**src/rtl/fifo_req_initiator.sv**
```systemverilog
// fifo_req_initiator: initiator side of the FIFO push/pop req/ack protocol.
// Requests and their data are held until ack. Popped data is captured one
// cycle after pop_ack. Per-side timeouts are sticky. occ tracks acked pushes
// minus acked pops.
// Optional build macro FIFO_FLAG_GATE_EN: defer raising new requests while
// the FIFO reports full (push) or empty (pop).
module fifo_req_initiator #(
  parameter int WIDTH      = 8,
  parameter int L2D        = 4,
  parameter int TMO_CYCLES = 8
) (
  input  logic             clk,
  input  logic             resetn,
  input  logic             wr_valid,
  output logic             wr_ready,
  input  logic [WIDTH-1:0] wr_data,
  input  logic             rd_req,
  output logic             rd_ready,
  output logic             rd_valid,
  output logic [WIDTH-1:0] rd_data,
  output logic             push_req,
  input  logic             push_ack,
  output logic [WIDTH-1:0] data_in,
  output logic             pop_req,
  input  logic             pop_ack,
  input  logic [WIDTH-1:0] data_out,
  input  logic             full,
  input  logic             empty,
  input  logic             tmo_clr,
  output logic             push_tmo,
  output logic             pop_tmo,
  output logic [L2D:0]     occ
);
  localparam int         OW  = L2D + 1;
  localparam logic [7:0] TMO = 8'(TMO_CYCLES);

  typedef enum logic [1:0] {Q_IDLE, Q_REQ, Q_CAPT} pop_state_t;

  pop_state_t state, state_d;
  logic       push_xfer, pop_xfer;
  logic       push_stall, pop_stall;
  logic       push_tmo_set, pop_tmo_set;
  logic [7:0] push_cnt, pop_cnt;

  assign push_xfer  = push_req && push_ack;
  assign pop_xfer   = pop_req && pop_ack;
  assign push_stall = push_req && !push_ack;
  assign pop_stall  = pop_req && !pop_ack;

`ifdef FIFO_FLAG_GATE_EN
  // A full FIFO blocks new pushes; an already raised push_req is unaffected.
  assign wr_ready = (!push_req || push_ack) && !full;
  logic rd_pend, rd_pend_d;
`else
  assign wr_ready = !push_req || push_ack;
  logic unused_flags;
  assign unused_flags = full ^ empty;
`endif

  // Push side: load on accept, hold while stalled, release on ack with no new word.
  always_ff @(posedge clk or negedge resetn) begin
    if (!resetn) begin
      push_req <= 1'b0;
      data_in  <= '0;
    end else if (wr_valid && wr_ready) begin
      push_req <= 1'b1;
      data_in  <= wr_data;
    end else if (push_xfer) begin
      push_req <= 1'b0;
    end
  end

  // Pop FSM next-state and client-side ready.
  always_comb begin
    state_d  = state;
    rd_ready = 1'b0;
`ifdef FIFO_FLAG_GATE_EN
    rd_pend_d = rd_pend;
`endif
    case (state)
      Q_IDLE: begin
`ifdef FIFO_FLAG_GATE_EN
        rd_ready = !rd_pend;
        if ((rd_req || rd_pend) && !empty) begin
          state_d   = Q_REQ;
          rd_pend_d = 1'b0;
        end else if (rd_req) begin
          rd_pend_d = 1'b1;
        end
`else
        rd_ready = 1'b1;
        if (rd_req) state_d = Q_REQ;
`endif
      end
      Q_REQ:   if (pop_ack) state_d = Q_CAPT;
      Q_CAPT:  state_d = Q_IDLE;
      default: state_d = Q_IDLE;
    endcase
  end

  // Pop FSM state, pop_req, and one-cycle capture of data_out.
  always_ff @(posedge clk or negedge resetn) begin
    if (!resetn) begin
      state    <= Q_IDLE;
      pop_req  <= 1'b0;
      rd_valid <= 1'b0;
      rd_data  <= '0;
`ifdef FIFO_FLAG_GATE_EN
      rd_pend  <= 1'b0;
`endif
    end else begin
      state    <= state_d;
      pop_req  <= (state_d == Q_REQ);
      rd_valid <= (state == Q_CAPT);
      if (state == Q_CAPT) rd_data <= data_out;
`ifdef FIFO_FLAG_GATE_EN
      rd_pend  <= rd_pend_d;
`endif
    end
  end

  // Flag sets on the edge where the counter reaches TMO, and stays set
  // while the stall continues at saturation.
  assign push_tmo_set = push_stall && (push_cnt >= TMO - 8'd1);
  assign pop_tmo_set  = pop_stall  && (pop_cnt  >= TMO - 8'd1);

  // Saturating stall counters; cleared on ack or when no request is up.
  always_ff @(posedge clk or negedge resetn) begin
    if (!resetn) begin
      push_cnt <= '0;
      pop_cnt  <= '0;
    end else begin
      push_cnt <= !push_stall ? 8'd0 : (push_cnt >= TMO) ? TMO : push_cnt + 8'd1;
      pop_cnt  <= !pop_stall  ? 8'd0 : (pop_cnt  >= TMO) ? TMO : pop_cnt  + 8'd1;
    end
  end

  // Sticky timeout flags; set beats clear.
  always_ff @(posedge clk or negedge resetn) begin
    if (!resetn) begin
      push_tmo <= 1'b0;
      pop_tmo  <= 1'b0;
    end else begin
      if (push_tmo_set)  push_tmo <= 1'b1;
      else if (tmo_clr)  push_tmo <= 1'b0;
      if (pop_tmo_set)   pop_tmo  <= 1'b1;
      else if (tmo_clr)  pop_tmo  <= 1'b0;
    end
  end

  // Occupancy estimate; wrap is left visible as a protocol violation.
  always_ff @(posedge clk or negedge resetn) begin
    if (!resetn) occ <= '0;
    else         occ <= occ + OW'(push_xfer) - OW'(pop_xfer);
  end
endmodule
```
**config.mk**
```make
export PLATFORM = sky130hd
export DESIGN_NAME = fifo_req_initiator
export DESIGN_NICKNAME = d
export VERILOG_FILES = /design/src/rtl/fifo_req_initiator.sv
export SDC_FILE = /design/constraint.sdc
export NUM_CORES = 1
export LEC_CHECK = 0
export CAP_MARGIN = 20
export CORE_MARGIN = 4
export CORE_UTILIZATION = 30
export CTS_BUF_LIST = sky130_fd_sc_hd__clkbuf_4
export DETAILED_ROUTE_END_ITERATION = 7
export MAX_ROUTING_LAYER = met4
export PLACE_DENSITY = 0.6
export SYNTH_ARGS = -nofsm -noshare
export SYNTH_HDL_FRONTEND = slang
export SYNTH_SLANG_ARGS = --single-unit
```
**constraint.sdc**
```tcl
create_clock -name clk -period 2.05 [get_ports clk]
set_clock_uncertainty 0.2 [all_clocks]
set_input_delay 0.41 -clock clk [delete_from_list [all_inputs] [get_ports clk]]
set_output_delay 0.41 -clock clk [all_outputs]
set_load 0.01 [all_outputs]
```
==> reports/metrics.yaml <==
critPathRequiredTime_ns: 2.13
postRouteAntennaNets: 0
critPathKind: "reg2reg"
ys_seq_area_share_pct: 63.35
yosysUniqueCellTypes: 26
wl_met1_um: 1293
async_flop_share_pct: 100.0
arrival_ns: 2.10
synth_area_mm2: 0.001738
synth_seq_cells: 44
drcViolationCount: 0
synthTopCellsByCount: "dfrtp_1, mux2_2, inv_1, ha_1, nor2_1"
drtIter0Drc: 35
clock_latency_ns: 0.35
gr-total-overflow: 0
dieArea_mm2: 0.007074
fp.dieH_um: 84.11
final-hold-violation-count: 0
clockBufferDepth: 2
rows: 27
critPathTopFamily: "adder cells"
coreArea_mm2: 0.005574
hold_class: "reg2reg"
wire_per_inst_um: 11.25
worst_slew_pin_slew_ns: 0.5406
slowest_delay_ns: 0.40
cellLeakagePower_uw: 0.001118
grt_usage_pct: 9.647
fin_crit_sh_pct: 98.43
dominantRegCellSynth: "dfrtp_1"
grt_max_degree: 45
cp-end-kind: "flop"
holdWs_ns: 0.2814
slew_headroom_pct: 63.96
grt_pass1_wl_um: 5292
post_synth_main_area_contributors: "dfrtp_1, mux2_2, ha_1"
wirelength_um: 3072
area_growth_pct: 45.00
postLayoutCellArea_mm2: 0.002520
vias: 1146
synth-edff-count: 0
dp.cells: 263
clock_sinks: 44
start_util_pct: 31.18
htreeDepth: 2
cts_buffers: 5
antenna_cells: 0
slowest_stage: "dfrtp_1"
antenna_found_initial: 0
top_layer: "met4"
wl_met2_um: 1527
path_common_cell: "ha_4"
yosysTopAreaCellShare_pct: 63.35
ios: 53
fin_cells: 273
drive_gt1_share_pct: 22.39
io_buffers: 50
routed_via_density: 4.198
yosysMostFrequentCell: "dfrtp_1"
power.total_uw: 2757
rsz0062_at_grt: "true"
cts_tree: "yes"
path_clk_slew_ns: 0.13
placed_area_mm2: 0.002426
slew_violations: 0
gp_congestion: 0.7907
syn_inst: 127
route.met3.wl_um: 218
crit_path_max_fanout: 2
dpl.hpwl_um: 2313
status: "completed"
cts_root_buf: "clkbuf_4"
period_needed_ns: 2.018
grt_pass1_vias: 1197
synth_top_cell_by_area: "dfrtp_1"
worst-path-buf-inv: 1
peakVddDrop_mv: 0.5265
dr.pass1.iters: 4
nets: 235
avgSynthCellArea_um2: 13.68
fin_ws_ns: 0.03210
startpoint_type: "flop"
ys.warnings.count: 0
p_per_area_mw_per_mm2: 1094
crit_chain: "and2_4, ha_4, inv_2, ha_4, fa_2, a21o_1, a21oi_2, xnor2_1"
setup_viol: 0
place_ws_ns: -0.4826
die_w_um: 84.11
cap_violations: 0
fmax_mhz: 495.6
-- registers in the layout (all words and copies together), names as in the netlist --
signal / cells
pop_cnt: 8
pop_tmo: 1
occ: 5
push_req: 1
rd_data: 8
state: 2
push_tmo: 1
data_in: 8
rd_valid: 1
pop_req: 1
push_cnt: 8
-- report_power, final --
group	leakage [µW]	internal (µW)	total, µW	switching [µW]
clock network	0.0000249	129	406	277
registers	0.000535	1080	1200	115
logic	0.000559	698	1150	456
-- kinds of logic (layout without fill, tap and decap cells) --
kind of cell / Yosys count / in the layout / synth area share [%]
XOR/XNOR: 6 / 6 / 3.024
buffers and inverters: 12 / 79 / 2.664
AND/OR/NAND/NOR: 27 / 27 / 8.855
flip-flops: 44 / 44 / 63.36
adder cells (fa/ha/maj): 10 / 10 / 7.632
AO/OA/AOI/OAI: 11 / 11 / 3.887
other: 1 / 8 / 0.2158
multiplexers: 16 / 16 / 10.37
-- per-stage QoR --
step | util (%) | setup TNS [ns]
global placement | 43.52 | -2.994
CTS | 45.03 | 0
floorplan | - | -0.02436
finish | 45.21 | 0
detailed placement | 43.52 | -2.998
global route | 45.21 | -0.06394
-- timing repair --
| item | 4_1_cts | 5_1_grt |
|---|---|---|
| gates resized for setup | 7 | 1 |
| endpoints found under the setup margin | 3 | 1 |
| hold buffers | 1 | 0 |
| pin swaps | 7 | 4 |
| buffers inserted | 1 | 0 |
| hold endpoints to repair | 44 | 0 |
-- cell type report --
type,count,area [µm²]
Fill cell,531,3054
Sequential cell,44,1101
Multi-Input combinational cell,78,650.6
Timing Repair Buffer,60,580.6
Tap cell,72,90.09
Inverter,11,41.29
Clock buffer,5,37.54
Clock inverter,3,18.77
-- layer usage --
layer,global-route usage [%],vias to the layer above
met5,-,-
met4,2.632,0
met3,3.653,5
met2,15.64,30
met1,11.21,549
li1,-,562
-- cell usage in the layout (no fill, tap or decap), types with 3 or more instances in the layout --
cell type and instances:
dfrtp_1 44, clkbuf_4 5, ha_1 7, o21ai_0 3
dlygate4sd2_1 4, xnor2_1 5, conb_1 8, clkdlybuf4s50_1 45
mux2_2 16, nand2_1 3, nor2_1 6, a21oi_1 3
inv_1 9, buf_4 8
-- final timing paths --
check | slack [ns] | start | to | depth (start not counted)
worst max-delay path | 0.03 | pop_req$_DFF_PN0_ | occ[4]$_DFF_PN0_ | 8
worst min-delay path | 0.28 | push_cnt[0]$_DFF_PN0_ | push_cnt[0]$_DFF_PN0_ | 1
worst max register to register | 0.03 | pop_req$_DFF_PN0_ | occ[4]$_DFF_PN0_ | 8
worst min register to register | 0.28 | push_cnt[0]$_DFF_PN0_ | push_cnt[0]$_DFF_PN0_ | 1
max in group asynchronous | 0.83 | resetn | pop_cnt[2]$_DFF_PN0_ | 3
min in group asynchronous | 0.45 | resetn | data_in[6]$_DFFE_PN0P_ | 3
Power figures use the tool's default switching activity.
